$ cat config.mk
export PLATFORM = sky130hd
export DESIGN_NAME = fp_add_pipe
export DESIGN_NICKNAME = d
export VERILOG_FILES = /design/src/rtl/fp_pkg.sv /design/src/rtl/fp_add_lzc.sv /design/src/rtl/fp_add_pipe.sv
export SDC_FILE = /design/constraint.sdc
export NUM_CORES = 1
export LEC_CHECK = 0
export BUFFER_PORTS_ARGS = -buffer_cell sky130_fd_sc_hd__buf_2
export CELL_PAD_IN_SITES_DETAIL_PLACEMENT = 1
export CELL_PAD_IN_SITES_GLOBAL_PLACEMENT = 2
export CORE_MARGIN = 3
export CORE_UTILIZATION = 40
export CTS_CLUSTER_SIZE = 20
export DETAILED_ROUTE_END_ITERATION = 10
export MAX_ROUTING_LAYER = met4
export PLACE_DENSITY_LB_ADDON = 0.1
export SLEW_MARGIN = 20
export SYNTH_ARGS = -nofsm -noshare
export SYNTH_HDL_FRONTEND = slang
export SYNTH_SLANG_ARGS = --single-unit
$ cat constraint.sdc
create_clock -name clk -period 7.9 [get_ports clk]
set_input_delay 1.58 -clock clk [delete_from_list [all_inputs] [get_ports clk]]
set_output_delay 1.58 -clock clk [all_outputs]
set_load 0.05 [all_outputs]
$ cat src/rtl/fp_pkg.sv
// Shared definitions for the pipelined floating-point adder: exception codes,
// per-operand classification struct and the canonical NaN pattern.
package fp_pkg;

  localparam logic [1:0] EXC_NONE = 2'b00;
  localparam logic [1:0] EXC_POS  = 2'b01;
  localparam logic [1:0] EXC_NEG  = 2'b10;
  localparam logic [1:0] EXC_NAN  = 2'b11;

  typedef struct packed {
    logic sign;
    logic is_inf;
    logic is_nan;
  } fp_unpk_t;

  // All-ones word of width w (w <= 64); callers slice the low w bits.
  function automatic logic [63:0] canonical_nan(input int w);
    canonical_nan = '0;
    for (int i = 0; i < 64; i++) begin
      if (i < w) canonical_nan[i] = 1'b1;
    end
  endfunction

endpackage

$ cat src/rtl/fp_add_lzc.sv
// Leading-zero counter, purely combinational; returns W when the input is zero.
module fp_add_lzc #(
  parameter int W  = 14,
  parameter int CW = $clog2(W + 1)
) (
  input  logic [W-1:0]  din,
  output logic [CW-1:0] cnt
);

  always_comb begin
    cnt = CW'(W);
    for (int i = 0; i < W; i++) begin
      if (din[i]) cnt = CW'(W - 1 - i);
    end
  end

endmodule

$ cat src/rtl/fp_add_pipe.sv
// 3-stage IEEE-style adder (align / add / normalise-round-pack), 3-cycle latency, one global
// stall: in_ready = !out_valid || out_ready. FP_ADD_SUBNORM_EN enables subnormal support.
module fp_add_pipe
  import fp_pkg::*;
#(
  parameter int EXP_W = 5,
  parameter int MAN_W = 10
) (
  input  logic                   clk,
  input  logic                   rst_n,
  input  logic                   in_valid,
  output logic                   in_ready,
  input  logic [EXP_W+MAN_W:0]   in_a,
  input  logic [EXP_W+MAN_W:0]   in_b,
  output logic                   out_valid,
  input  logic                   out_ready,
  output logic [EXP_W+MAN_W:0]   sum,
  output logic [1:0]             exceptions
);

  localparam int W  = 1 + EXP_W + MAN_W;
  localparam int X  = MAN_W + 4;
  localparam int CW = $clog2(X + 1);
  localparam logic [63:0]      NAN64 = canonical_nan(W);
  localparam logic [EXP_W-1:0] EMAX  = '1;

  logic adv;
  logic v1_q, v2_q, v3_q, v1_d, v2_d, v3_d;
  logic s1_sign_q, s1_sub_q, s1_nan_q, s1_inf_q, s1_isgn_q;
  logic s1_sign_d, s1_sub_d, s1_nan_d, s1_inf_d, s1_isgn_d;
  logic [EXP_W-1:0] s1_exp_q, s1_exp_d;
  logic [X-1:0]     s1_big_q, s1_big_d, s1_small_q, s1_small_d;
  logic s2_sign_q, s2_sub_q, s2_nan_q, s2_inf_q, s2_isgn_q;
  logic s2_sign_d, s2_sub_d, s2_nan_d, s2_inf_d, s2_isgn_d;
  logic [EXP_W-1:0] s2_exp_q, s2_exp_d;
  logic [X:0]       s2_mag_q, s2_mag_d;
  logic [W-1:0]     sum_q, sum_d;
  logic [1:0]       exc_q, exc_d;

  assign adv        = !v3_q || out_ready;
  assign in_ready   = adv;
  assign out_valid  = v3_q;
  assign sum        = sum_q;
  assign exceptions = exc_q;
  assign v1_d       = in_valid;
  assign v2_d       = v1_q;
  assign v3_d       = v2_q;

  function automatic void unpack(input logic [W-1:0] v, output fp_unpk_t u,
                                 output logic [EXP_W-1:0] x, output logic [MAN_W:0] m);
    logic [EXP_W-1:0] e;
    logic [MAN_W-1:0] f;
    e        = v[W-2:MAN_W];
    f        = v[MAN_W-1:0];
    u.sign   = v[W-1];
    u.is_inf = (e == EMAX) && (f == '0);
    u.is_nan = (e == EMAX) && (f != '0);
`ifdef FP_ADD_SUBNORM_EN
    x = (e == '0) ? EXP_W'(1) : e;
    m = {e != '0, f};
`else
    x = e;
    m = (e == '0) ? '0 : {1'b1, f};
`endif
  endfunction

  // S1: classify, order by magnitude, align the smaller operand with sticky collapse
  fp_unpk_t         ua, ub;
  logic [EXP_W-1:0] xa, xb;
  logic [MAN_W:0]   ma, mb, m_small;
  logic             a_big;
  logic [31:0]      shamt;
  logic [2*X-1:0]   shw;

  always_comb begin
    unpack(in_a, ua, xa, ma);
    unpack(in_b, ub, xb, mb);
    a_big      = {xa, ma} >= {xb, mb};
    s1_sign_d  = a_big ? ua.sign : ub.sign;
    s1_exp_d   = a_big ? xa : xb;
    s1_big_d   = {(a_big ? ma : mb), 3'b000};
    m_small    = a_big ? mb : ma;
    shamt      = 32'(a_big ? (xa - xb) : (xb - xa));
    if (shamt > 32'(X)) shamt = 32'(X);
    shw        = {m_small, 3'b000, {X{1'b0}}} >> shamt;
    s1_small_d = shw[2*X-1:X] | {{(X-1){1'b0}}, |shw[X-1:0]};
    s1_sub_d   = ua.sign ^ ub.sign;
    s1_nan_d   = ua.is_nan || ub.is_nan || (ua.is_inf && ub.is_inf && s1_sub_d);
    s1_inf_d   = ua.is_inf || ub.is_inf;
    s1_isgn_d  = ua.is_inf ? ua.sign : ub.sign;
  end

  // S2: magnitude add/subtract; big >= small so the difference never goes negative
  always_comb begin
    s2_mag_d  = s1_sub_q ? ({1'b0, s1_big_q} - {1'b0, s1_small_q})
                         : ({1'b0, s1_big_q} + {1'b0, s1_small_q});
    s2_sign_d = s1_sign_q;
    s2_exp_d  = s1_exp_q;
    s2_sub_d  = s1_sub_q;
    s2_nan_d  = s1_nan_q;
    s2_inf_d  = s1_inf_q;
    s2_isgn_d = s1_isgn_q;
  end

  // S3: normalise, round to nearest even, pack and resolve specials
  logic [CW-1:0]    lz_cnt;
  logic [31:0]      e32, lz32, en, ef;
  logic [X-1:0]     n;
  logic [MAN_W+1:0] mr;
  logic [MAN_W-1:0] frac;
  logic             zero_res, flush, rnd_up;

  fp_add_lzc #(.W(X), .CW(CW)) u_lzc (
    .din (s2_mag_q[X-1:0]),
    .cnt (lz_cnt)
  );

  always_comb begin
    e32      = 32'(s2_exp_q);
    lz32     = 32'(lz_cnt);
    zero_res = 1'b0;
    flush    = 1'b0;
    n        = '0;
    en       = e32;
    if (s2_mag_q == '0) begin
      zero_res = 1'b1;
    end else if (s2_mag_q[X]) begin
      n  = {s2_mag_q[X:2], s2_mag_q[1] | s2_mag_q[0]};
      en = e32 + 32'd1;
    end else if (lz32 >= e32) begin
`ifdef FP_ADD_SUBNORM_EN
      n  = s2_mag_q[X-1:0] << (e32 - 32'd1);
      en = 32'd1;
`else
      flush = 1'b1;
`endif
    end else begin
      n  = s2_mag_q[X-1:0] << lz32;
      en = e32 - lz32;
    end
    rnd_up = n[2] & (n[1] | n[0] | n[3]);
    mr     = {1'b0, n[X-1:3]} + (MAN_W+2)'(rnd_up);
    if (mr[MAN_W+1]) begin
      frac = mr[MAN_W:1];
      ef   = en + 32'd1;
    end else begin
      frac = mr[MAN_W-1:0];
      ef   = mr[MAN_W] ? en : 32'd0;
    end
    sum_d = {s2_sign_q, ef[EXP_W-1:0], frac};
    exc_d = EXC_NONE;
    if (s2_nan_q) begin
      sum_d = NAN64[W-1:0];
      exc_d = EXC_NAN;
    end else if (s2_inf_q) begin
      sum_d = {s2_isgn_q, EMAX, {MAN_W{1'b0}}};
      exc_d = s2_isgn_q ? EXC_NEG : EXC_POS;
    end else if (zero_res) begin
      sum_d = {s2_sign_q & ~s2_sub_q, {(W-1){1'b0}}};
    end else if (flush) begin
      sum_d = {s2_sign_q, {(W-1){1'b0}}};
    end else if (ef >= 32'(EMAX)) begin
      sum_d = {s2_sign_q, EMAX, {MAN_W{1'b0}}};
      exc_d = s2_sign_q ? EXC_NEG : EXC_POS;
    end
  end

  always_ff @(posedge clk or negedge rst_n) begin
    if (!rst_n) begin
      v1_q <= 1'b0; v2_q <= 1'b0; v3_q <= 1'b0;
      s1_sign_q <= 1'b0; s1_sub_q <= 1'b0; s1_nan_q <= 1'b0; s1_inf_q <= 1'b0; s1_isgn_q <= 1'b0;
      s1_exp_q <= '0; s1_big_q <= '0; s1_small_q <= '0;
      s2_sign_q <= 1'b0; s2_sub_q <= 1'b0; s2_nan_q <= 1'b0; s2_inf_q <= 1'b0; s2_isgn_q <= 1'b0;
      s2_exp_q <= '0; s2_mag_q <= '0;
      sum_q <= '0; exc_q <= EXC_NONE;
    end else if (adv) begin
      v1_q <= v1_d; v2_q <= v2_d; v3_q <= v3_d;
      s1_sign_q <= s1_sign_d; s1_sub_q <= s1_sub_d; s1_nan_q <= s1_nan_d;
      s1_inf_q <= s1_inf_d; s1_isgn_q <= s1_isgn_d;
      s1_exp_q <= s1_exp_d; s1_big_q <= s1_big_d; s1_small_q <= s1_small_d;
      s2_sign_q <= s2_sign_d; s2_sub_q <= s2_sub_d; s2_nan_q <= s2_nan_d;
      s2_inf_q <= s2_inf_d; s2_isgn_q <= s2_isgn_d;
      s2_exp_q <= s2_exp_d; s2_mag_q <= s2_mag_d;
      sum_q <= sum_d; exc_q <= exc_d;
    end
  end

endmodule
* Yosys cells after proc, flatten, opt, wreduce, memory -nomap -nowiden *
Index checks and enable logic that the tools add are counted.

operators by class
  add/sub/neg operators = 8
  order comparisons = 4
  eq/ne operators = 2
  shift operators = 2
  muxes and demuxes = 49
  bitwise operators = 8
  reduce and logical (&&, ||, !) cells = 19

operators with widths
  cell                     count
  $mux W32                 7
  $mux W16                 3
  $mux W15                 3
  $mux W11                 4
  $mux W14                 3
  $add A32 B1 Y32 const B  1
  $ge A32 B5 Y1 const B    1
  $gt A32 B4 Y1 const B    1
  $mux W4                  8
  $shr A28 B32 Y28         1
  $logic_not A10 Y1        2
  $reduce_bool A10 Y1      2
  $mux W2                  9
  $ge A16 B16 Y1           1
  $add A14 B14 Y15         1
  $logic_not A15 Y1        1
  $sub A14 B14 Y15         1
  $or A14 B1 Y14           1
  $reduce_or A14 Y1        1
  $shl A14 B4 Y14          1
  $add A11 B1 Y12          1
  $mux W3                  4
  $sub A5 B5 Y6            2
  $eq A5 B5 Y1 const B     2
  14 further kinds         31

word-level totals
  flip-flop bits (word level) = 81
  input bits = 36
  output and inout bits = 20
  word-level logic and storage cells = 112

* Depth between registers and ports, before layout *
Gate-level depths: netlist of the first run.

  word-level depth = 30
  gate-level depth with buffers = 22
  mapped depth without buffers = 20

* Cells and area by module *
A second synthesis of the first run with hierarchy kept.

second synthesis, totals
  cell total of the unflattened synthesis = 1081
  area total of the unflattened synthesis = 8304.2 sq um

modules (own cells, without submodules)
  module       instances  cells an instance  area each (sq um)  seq. area each (sq um)
  fp_add_pipe  1          1056               8157.8             2026.9
  fp_add_lzc   1          25                 146.4              0.0

* Worst setup path after synthesis of the first run *
OpenSTA, ideal clock, no wires.

  kind = input port to flip-flop
  start = in in_a[11]
  end = reg s1_small_q[0]
  library setup time = 170 ps
  arrival time = 5559 ps
  data required time = 7730 ps
  slack = 2172 ps
  cell stages on the path = 18
  buffers on the path = 2
  cell sequence = nor3_1 -> nand3_1 -> clkbuf_1 -> nand2_1 -> inv_1 -> ha_1 -> a2111o_1 -> a31oi_1 -> o21ai_0 -> a21boi_0 -> clkbuf_1 -> mux2i_1 -> o21ai_0 -> a32o_1 -> mux2_2 -> or4b_1 -> o21ai_1 -> a31oi_1

between the ends
  cells in the longest elaborated chain, start to end = 9
  elaborated cells on any way between the ends = 12
  those cells by class = add/sub (2); order compare (2); shift (1); mux (4); bitwise (1); reduce/logical (2)

ends and longest elaborated chain
  item                    line                RTL
  start: declaration      fp_add_pipe.sv:13   input logic [EXP_W+MAN_W:0] in_a,
  $logic_not A5 Y1        fp_add_pipe.sv:63   m = (e == '0) ? '0 : {1'b1, f};
  $mux W11                fp_add_pipe.sv:63
  $ge A16 B16 Y1          fp_add_pipe.sv:78   a_big = {xa, ma} >= {xb, mb};
  $mux W32                fp_add_pipe.sv:83   shamt = 32'(a_big ? (xa - xb) : (xb - xa));
  $gt A32 B4 Y1           fp_add_pipe.sv:84   if (shamt > 32'(X)) shamt = 32'(X);
  $mux W32                fp_add_pipe.sv:84
  $shr A28 B32 Y28 (*)    fp_add_pipe.sv:85   shw = {m_small, 3'b000, {X{1'b0}}} >> shamt;
  $reduce_or A14 Y1       fp_add_pipe.sv:86   s1_small_d = shw[2*X-1:X] | {{(X-1){1'b0}}, |shw[X-1:0]};
  $or A14 B1 Y14 (*)      fp_add_pipe.sv:86
  end signal: assignment  fp_add_pipe.sv:180  s1_exp_q <= s1_exp_d; s1_big_q <= s1_big_d; s1_small_q <= s1_small_d;
  end: declaration        fp_add_pipe.sv:32   logic [X-1:0] s1_big_q, s1_big_d, s1_small_q, s1_small_d;

Mark *: on every way between the ends. The rest lies on a longest branch, timed or not.
A chain may end at the register's enable or synchronous reset.

* Worst setup path after layout of the first run *
Ends and elaborated chain as after synthesis.

==> flow_metrics.tcl, run 1 <==
set metrics [dict create \
    cts_root_buf "clkbuf_16" \
    track_usage 0.252 \
    avgRoutedWirePerCell_microns 19.6 \
    worst_setup_path_start_kind "primary input" \
    multiInputGateArea_sq_mm 0.00586 \
    holdPathStages 2 \
    grt_pass1_vias 8307 \
    synth.avg_cell_area_sq_um 7.66 \
    synth_cell_type_count 102 \
    register_area_sq_mm 0.00203 \
    maxCapViolCount 0 \
    drt_first_pass_iters 5 \
    power_switching_mw 1.94 \
    fillers 2576 \
    cp-end-kind "flop" \
    slew_headroom 0.360 \
    start_util 0.411 \
    intPower_mw 1.69 \
    finalClockSkew_ns 0.0122 \
    p_seq_frac 0.230 \
    final_antenna_net_count 0 \
    rr_worst_depth 18 \
    synth_edf_count 0 \
    ctsHoldBuffers 0 \
    grt_pass1_wl_mm 44.7 \
    fin_nets 1215 \
    insertion_delay_ns 0.34 \
    slew_violations 0 \
    peakVddDrop_uv 126 \
    final_area_sq_mm 0.00912 \
    drt-initial-drc-count 388 \
    grt-ovfl-total 0 \
    clkTransAtPathRegs_ns 0.06 \
    ys.warnings.count 0 \
    required_ns 8.09 \
    dieArea_sq_mm 0.0228 \
    fp.dieW_microns 151 \
    hp-class "flop to flop" \
    setup_tns_ns 0 \
    ys.flop_type "dfrtp_1" \
    areaGrowthSynthToFinish_pct 8.64 \
    period_needed_ns 6.39 \
    finalHoldViolCount 0 \
    n_antenna_cell 0 \
    final_layout_size_suffix_gt1_frac 0.120 \
    rsz0062_at_grt "no" \
    io_pins 56 \
    min_period_over_period 0.809 \
    grt_max_degree 74 \
    synth_area_sq_mm 0.00840 \
    cts_tree "done" \
    cellPowerDensity_mw_per_mm2 397 \
    vias_per_cell 5.89 \
    clkPwrFrac 0.119 \
    setup_viol 0 \
    antenna_found_initial 0 \
    worstPathArrival_ns 6.58 \
    gp_congestion 0.956 \
    comb_power_share 0.651 \
    syn-instance-count 1097 \
    drcViolationCount 0 \
    dp_hpwl_mm 21.3 \
    cp_max_fo 29 \
    ys_seq_area_frac 0.241 \
    finalWirelength_mm 27.3 \
    cts.sinks 81 \
    io_buffers 55 \
    fmax_mhz 157 \
    die_h_microns 151 \
    worst_pin_slew_ns 0.960 \
    htree_levels 3 \
    numCtsBuffers 9 \
    outcome "completed" \
    placement_rows 52 \
    cellLeakagePower_nw 3.91 \
    cts_resized 0 \
    cts_buffer_depth 2 \
    swShare 0.535 \
    async_reset_ff_frac 1.00 \
    postCtsSetupBuffers 0 \
    vias 8196 \
    worstSetupPathType "primary input to flop" \
    synth_seq_cells 81 \
    power.total_mw 3.63 \
    core_sq_mm 0.0204 \
    place_area_sq_mm 0.00882 \
]
-- power by group through the flow --
stage               registers [mW]  clock network (mW)  logic, mW
floorplan                    0.840                   0       1.75
global placement             0.838                   0       2.33
detailed placement           0.844                   0       2.36
CTS                          0.836               0.445       2.37
global route                 0.867               0.462       2.64
finish                       0.835               0.432       2.36
-- cell usage after synthesis, types with 5 or more instances --
library cell / number / area (sq um)
nor4_1: 7 / 43.8
buf_6: 5 / 56.3
nor3b_1: 5 / 37.5
clkbuf_1: 38 / 143
o21a_1: 10 / 75.1
dfrtp_1: 81 / 2030
o311a_1: 6 / 60.1
a21oi_1: 81 / 405
and2_1: 10 / 62.6
inv_1: 63 / 236
buf_1: 6 / 22.5
or2_2: 6 / 37.5
a31oi_1: 11 / 68.8
o22a_1: 7 / 61.3
ha_1: 59 / 738
o211ai_1: 15 / 113
buf_2: 9 / 45.0
a21o_1: 13 / 97.6
mux2_2: 13 / 146
nor2b_1: 8 / 50.1
o22ai_1: 12 / 75.1
nand3_1: 23 / 115
or3_1: 7 / 43.8
nand2b_1: 12 / 75.1
a21boi_0: 5 / 37.5
nand2_1: 144 / 541
o31a_1: 5 / 43.8
xnor2_1: 19 / 166
o21bai_1: 9 / 67.6
mux2i_1: 22 / 220
o31ai_1: 8 / 60.1
nand4_1: 8 / 50.1
nor2_1: 105 / 394
xor2_1: 5 / 43.8
o21ai_0: 102 / 510
a211oi_1: 18 / 135
nor3_1: 20 / 100
-- layout by cell type (no fill, tap or decap), drive strengths merged, types with 6 or more instances in the layout --
cell type	n
or3	8
o31a	6
nand2b	12
o22ai	12
inv	66
nor2b	9
dfrtp	81
a21o	13
a221oi	6
a211oi	20
o31ai	9
nor4	10
nand2	144
nor3	23
o21bai	9
o311a	7
nand3	25
buf	64
mux2	13
o21ai	109
ha	59
clkbuf	11
or2	7
conb	8
a31oi	11
xnor2	19
nand4	8
o21a	10
o211ai	16
a21oi	82
mux2i	22
nor2	107
and2	11
o22a	7
-- cells by family (layout without fill, tap and decap cells) --
| group | after synthesis | count (layout) | synth area share |
|---|---|---|---|
| xor+xnor | 24 | 24 | 0.0250 |
| simple gates | 397 | 397 | 0.232 |
| other cells | 1 | 8 | 0.000447 |
| mux | 35 | 35 | 0.0437 |
| compound gates | 368 | 368 | 0.295 |
| buf+inv | 128 | 145 | 0.0650 |
| fa+ha+maj | 63 | 63 | 0.0974 |
| flops | 81 | 81 | 0.241 |
-- layer usage --
| layer | global-route usage | routed length, microns |
|---|---|---|
| met2 | 0.427 | 13400 |
| met5 | - | 0 |
| met4 | 0.0712 | 656 |
| met1 | 0.322 | 12500 |
| met3 | 0.0242 | 727 |
-- final cells by class --
class,instances,share of cell area
multi-input combinational,895,0.643
sequential,81,0.222
timing repair buffer,64,0.0378
tap,270,0.0370
inverter,65,0.0267
clock buffer,11,0.0266
clock inverter,5,0.00699
-- registers in the layout, summed over array words and instances, names as in the netlist, 2 cells and up --
name,count
s2_mag_q,15
s1_small_q,14
s1_big_q,11
exceptions,2
s2_exp_q,5
s1_exp_q,5
sum,16
-- per-stage QoR --
step,worst slack (ns),hold slack (ns),util,std cells
after floorplan,2.17,0.430,-,1104
after global placement,1.28,0.441,0.432,1375
after detailed placement,1.19,0.448,0.432,1375
after CTS,1.53,0.462,0.447,1391
after global routing,0.905,0.491,0.447,1391
final,1.51,0.457,0.447,1391
-- worst paths after layout --
path,start,to,slack (ns)
min in group asynchronous,rst_n,sum[13],1.04
min,v2_q,v2_q,0.46
max,in_a[11],s1_small_q[0],1.51
max reg2reg,s2_mag_q[13],sum[3],1.55
max in group asynchronous,rst_n,s1_small_q[13],5.69
min reg2reg,v2_q,v2_q,0.46
-- critical path, cell delays in order --
cell and delay [ns]:
buf_2 0.14, nor3_1 0.19, nand3_1 0.47, and2_1 0.43, ha_1 0.21, a2111o_1 0.40, a31oi_1 0.18, o21a_1 0.22
o21ai_2 0.08, buf_4 0.22, and2_0 0.24, nor3_1 0.50, nand2_1 0.44, mux2i_1 0.22, mux2_2 0.30, or4b_1 0.52
o21ai_1 0.14, a31oi_1 0.09
No activity file was read; power rests on OpenSTA's default activity.
==> run 2, diff against run 1 <==
--- a/config.mk
+++ b/config.mk
@@ -9,7 +9,7 @@
 export CELL_PAD_IN_SITES_DETAIL_PLACEMENT = 1
 export CELL_PAD_IN_SITES_GLOBAL_PLACEMENT = 2
 export CORE_MARGIN = 3
-export CORE_UTILIZATION = 40
+export CORE_UTILIZATION = 33
 export CTS_CLUSTER_SIZE = 20
 export DETAILED_ROUTE_END_ITERATION = 10
 export MAX_ROUTING_LAYER = met4
==> constraint.sdc (replaced) <==
create_clock -name clk -period 5.35 [get_ports clk]
set_input_delay 1.07 -clock clk [delete_from_list [all_inputs] [get_ports clk]]
set_output_delay 1.07 -clock clk [all_outputs]
set_load 0.05 [all_outputs]
==> run 2 against run 1 <==
Against the previous run: total power is 60% higher; sequential power is 39% higher; combinational power increased by 69%; die area grew 20%; clock-buffer cell count is 1 lower; critical path type is now flop to flop; largest cell class unchanged; highest routed layer unchanged.
==> flow_metrics.tcl, run 2 (same netlist as run 1, synthesis figures left out) <==
set metrics [dict create \
    placement_rows 57 \
    met3_usage 0.0177 \
    fin_nets 1306 \
    grtUsageMet2 0.374 \
    min_period_over_period 0.954 \
    cts_buffer_depth 2 \
    drcViolationCount 0 \
    grt-busiest-layer "met2" \
    cts_tree "done" \
    slew_headroom 0.413 \
    grt_pass1_wl_mm 46.4 \
    io_pins 56 \
    dieArea_sq_mm 0.0274 \
    cp_max_fo 12 \
    finalHoldViolCount 0 \
    grt-ovfl-total 0 \
    holdPathStages 1 \
    fmax_mhz 196 \
    start_util 0.340 \
    period_needed_ns 5.11 \
    grt_pass1_vias 8450 \
    insertion_delay_ns 0.35 \
    rsz0062_at_grt "no" \
    grtUsageMet1 0.285 \
    final_cell_mix "144 x nand2_1, 105 x nor2_1, 102 x o21ai_0" \
    fp.dieW_microns 166 \
    cp-end-kind "flop" \
    cts.sinks 81 \
    slew_violations 0 \
    drt-initial-drc-count 461 \
    io_buffers 55 \
    worstPathArrival_ns 5.34 \
    core_sq_mm 0.0247 \
    worst_setup_path_start_kind "flop" \
    finalWirelength_mm 29.3 \
    final_layout_size_suffix_gt1_frac 0.188 \
    cts_root_buf "clkbuf_16" \
    clkTransAtPathRegs_ns 0.07 \
    worstSetupPathType "flop to flop" \
    grt_max_degree 80 \
    track_usage 0.221 \
    peakVddDrop_uv 248 \
    hp-class "flop to flop" \
    final_common_cell "nand2_1" \
    cellPowerDensity_mw_per_mm2 587 \
    largest_reg_flops 16 \
    gp_congestion 0.896 \
    antenna_found_initial 0 \
    required_ns 5.59 \
    power.total_mw 5.81 \
    numCtsBuffers 9 \
    setup_tns_ns 0 \
    setup_viol 0 \
    n_antenna_cell 0 \
    dp_hpwl_mm 23.6 \
    final_area_sq_mm 0.00990 \
    final_antenna_net_count 0 \
    vias_per_cell 5.51 \
    cellLeakagePower_nw 4.35 \
    drt_first_pass_iters 4 \
    outcome "completed" \
    htree_levels 3 \
    place_area_sq_mm 0.00958 \
    die_h_microns 166 \
    postCtsSetupBuffers 0 \
    avgRoutedWirePerCell_microns 19.1 \
    finalClockSkew_ns 0.0127 \
    maxCapViolCount 0 \
    vias 8461 \
    worst_pin_slew_ns 0.880 \
    areaGrowthSynthToFinish_pct 17.9 \
    rr_worst_depth 19 \
    fin_hold_ws_ns 0.462 \
]
run 2: worst max-delay path, stage by stage, from the launching register on:
cell and delay (ns):
dfrtp_1 0.55, nor2_1 0.26, nand3_2 0.15, o21ai_4 0.21, inv_2 0.06, ha_1 0.20, fa_1 0.40, nand2b_1 0.21
a211oi_4 0.27, buf_4 0.17, o21bai_1 0.10, nor2_1 0.12, o211ai_1 0.14, a311o_1 0.36, or4_4 0.55, o31ai_4 0.31
buf_4 0.18, o21ai_2 0.07, or3_4 0.34, o32a_1 0.34
run 2: worst paths after layout:
kind,from,end,slack [ns]
setup / recovery,s2_mag_q[8],sum[13],0.24
setup reg to reg,s2_mag_q[8],sum[13],0.24
min in group asynchronous,rst_n,sum[14],0.65
max in group asynchronous,rst_n,s2_mag_q[5],3.65
hold reg to reg,v2_q,out_valid,0.46
hold / removal,v2_q,out_valid,0.46
run 2: what timing repair did:
item / in CTS / in global routing
hold buffers: 0 / 0
endpoints found under the hold margin: 0 / 0
resized for setup: 0 / 3
setup endpoints to repair: 0 / 15
run 2: metal layers:
metal / part of all wire / vias to the layer above
met4: 0.020 / 0
li1: - / 4195
met1: 0.47 / 4116
met3: 0.019 / 33
met5: 0 / -
met2: 0.49 / 117
run 2: report_power, final:
group	switching [mW]	internal, mW
logic	2.41	1.59
registers	0.316	0.841
clock network	0.276	0.382
total	3.00	2.81
run 2: stage by stage:
step	setup WS, ns	utilization	std cells
detailed placement	0.0262	0.388	1520
global placement	0.136	0.388	1520
finish	0.244	0.401	1536
global route	0.0413	0.401	1536
CTS	0.132	0.401	1536
floorplan	0.132	-	1104
run 2: layout make-up:
class                           instances  area, sq um
Clock inverter                          6         72.6
Inverter                               65          244
Clock buffer                           10          239
Multi-Input combinational cell        895         5890
Sequential cell                        81         2030
Tap cell                              324          405
Timing Repair Buffer                  155         1030
Fill cell                            3085        14800
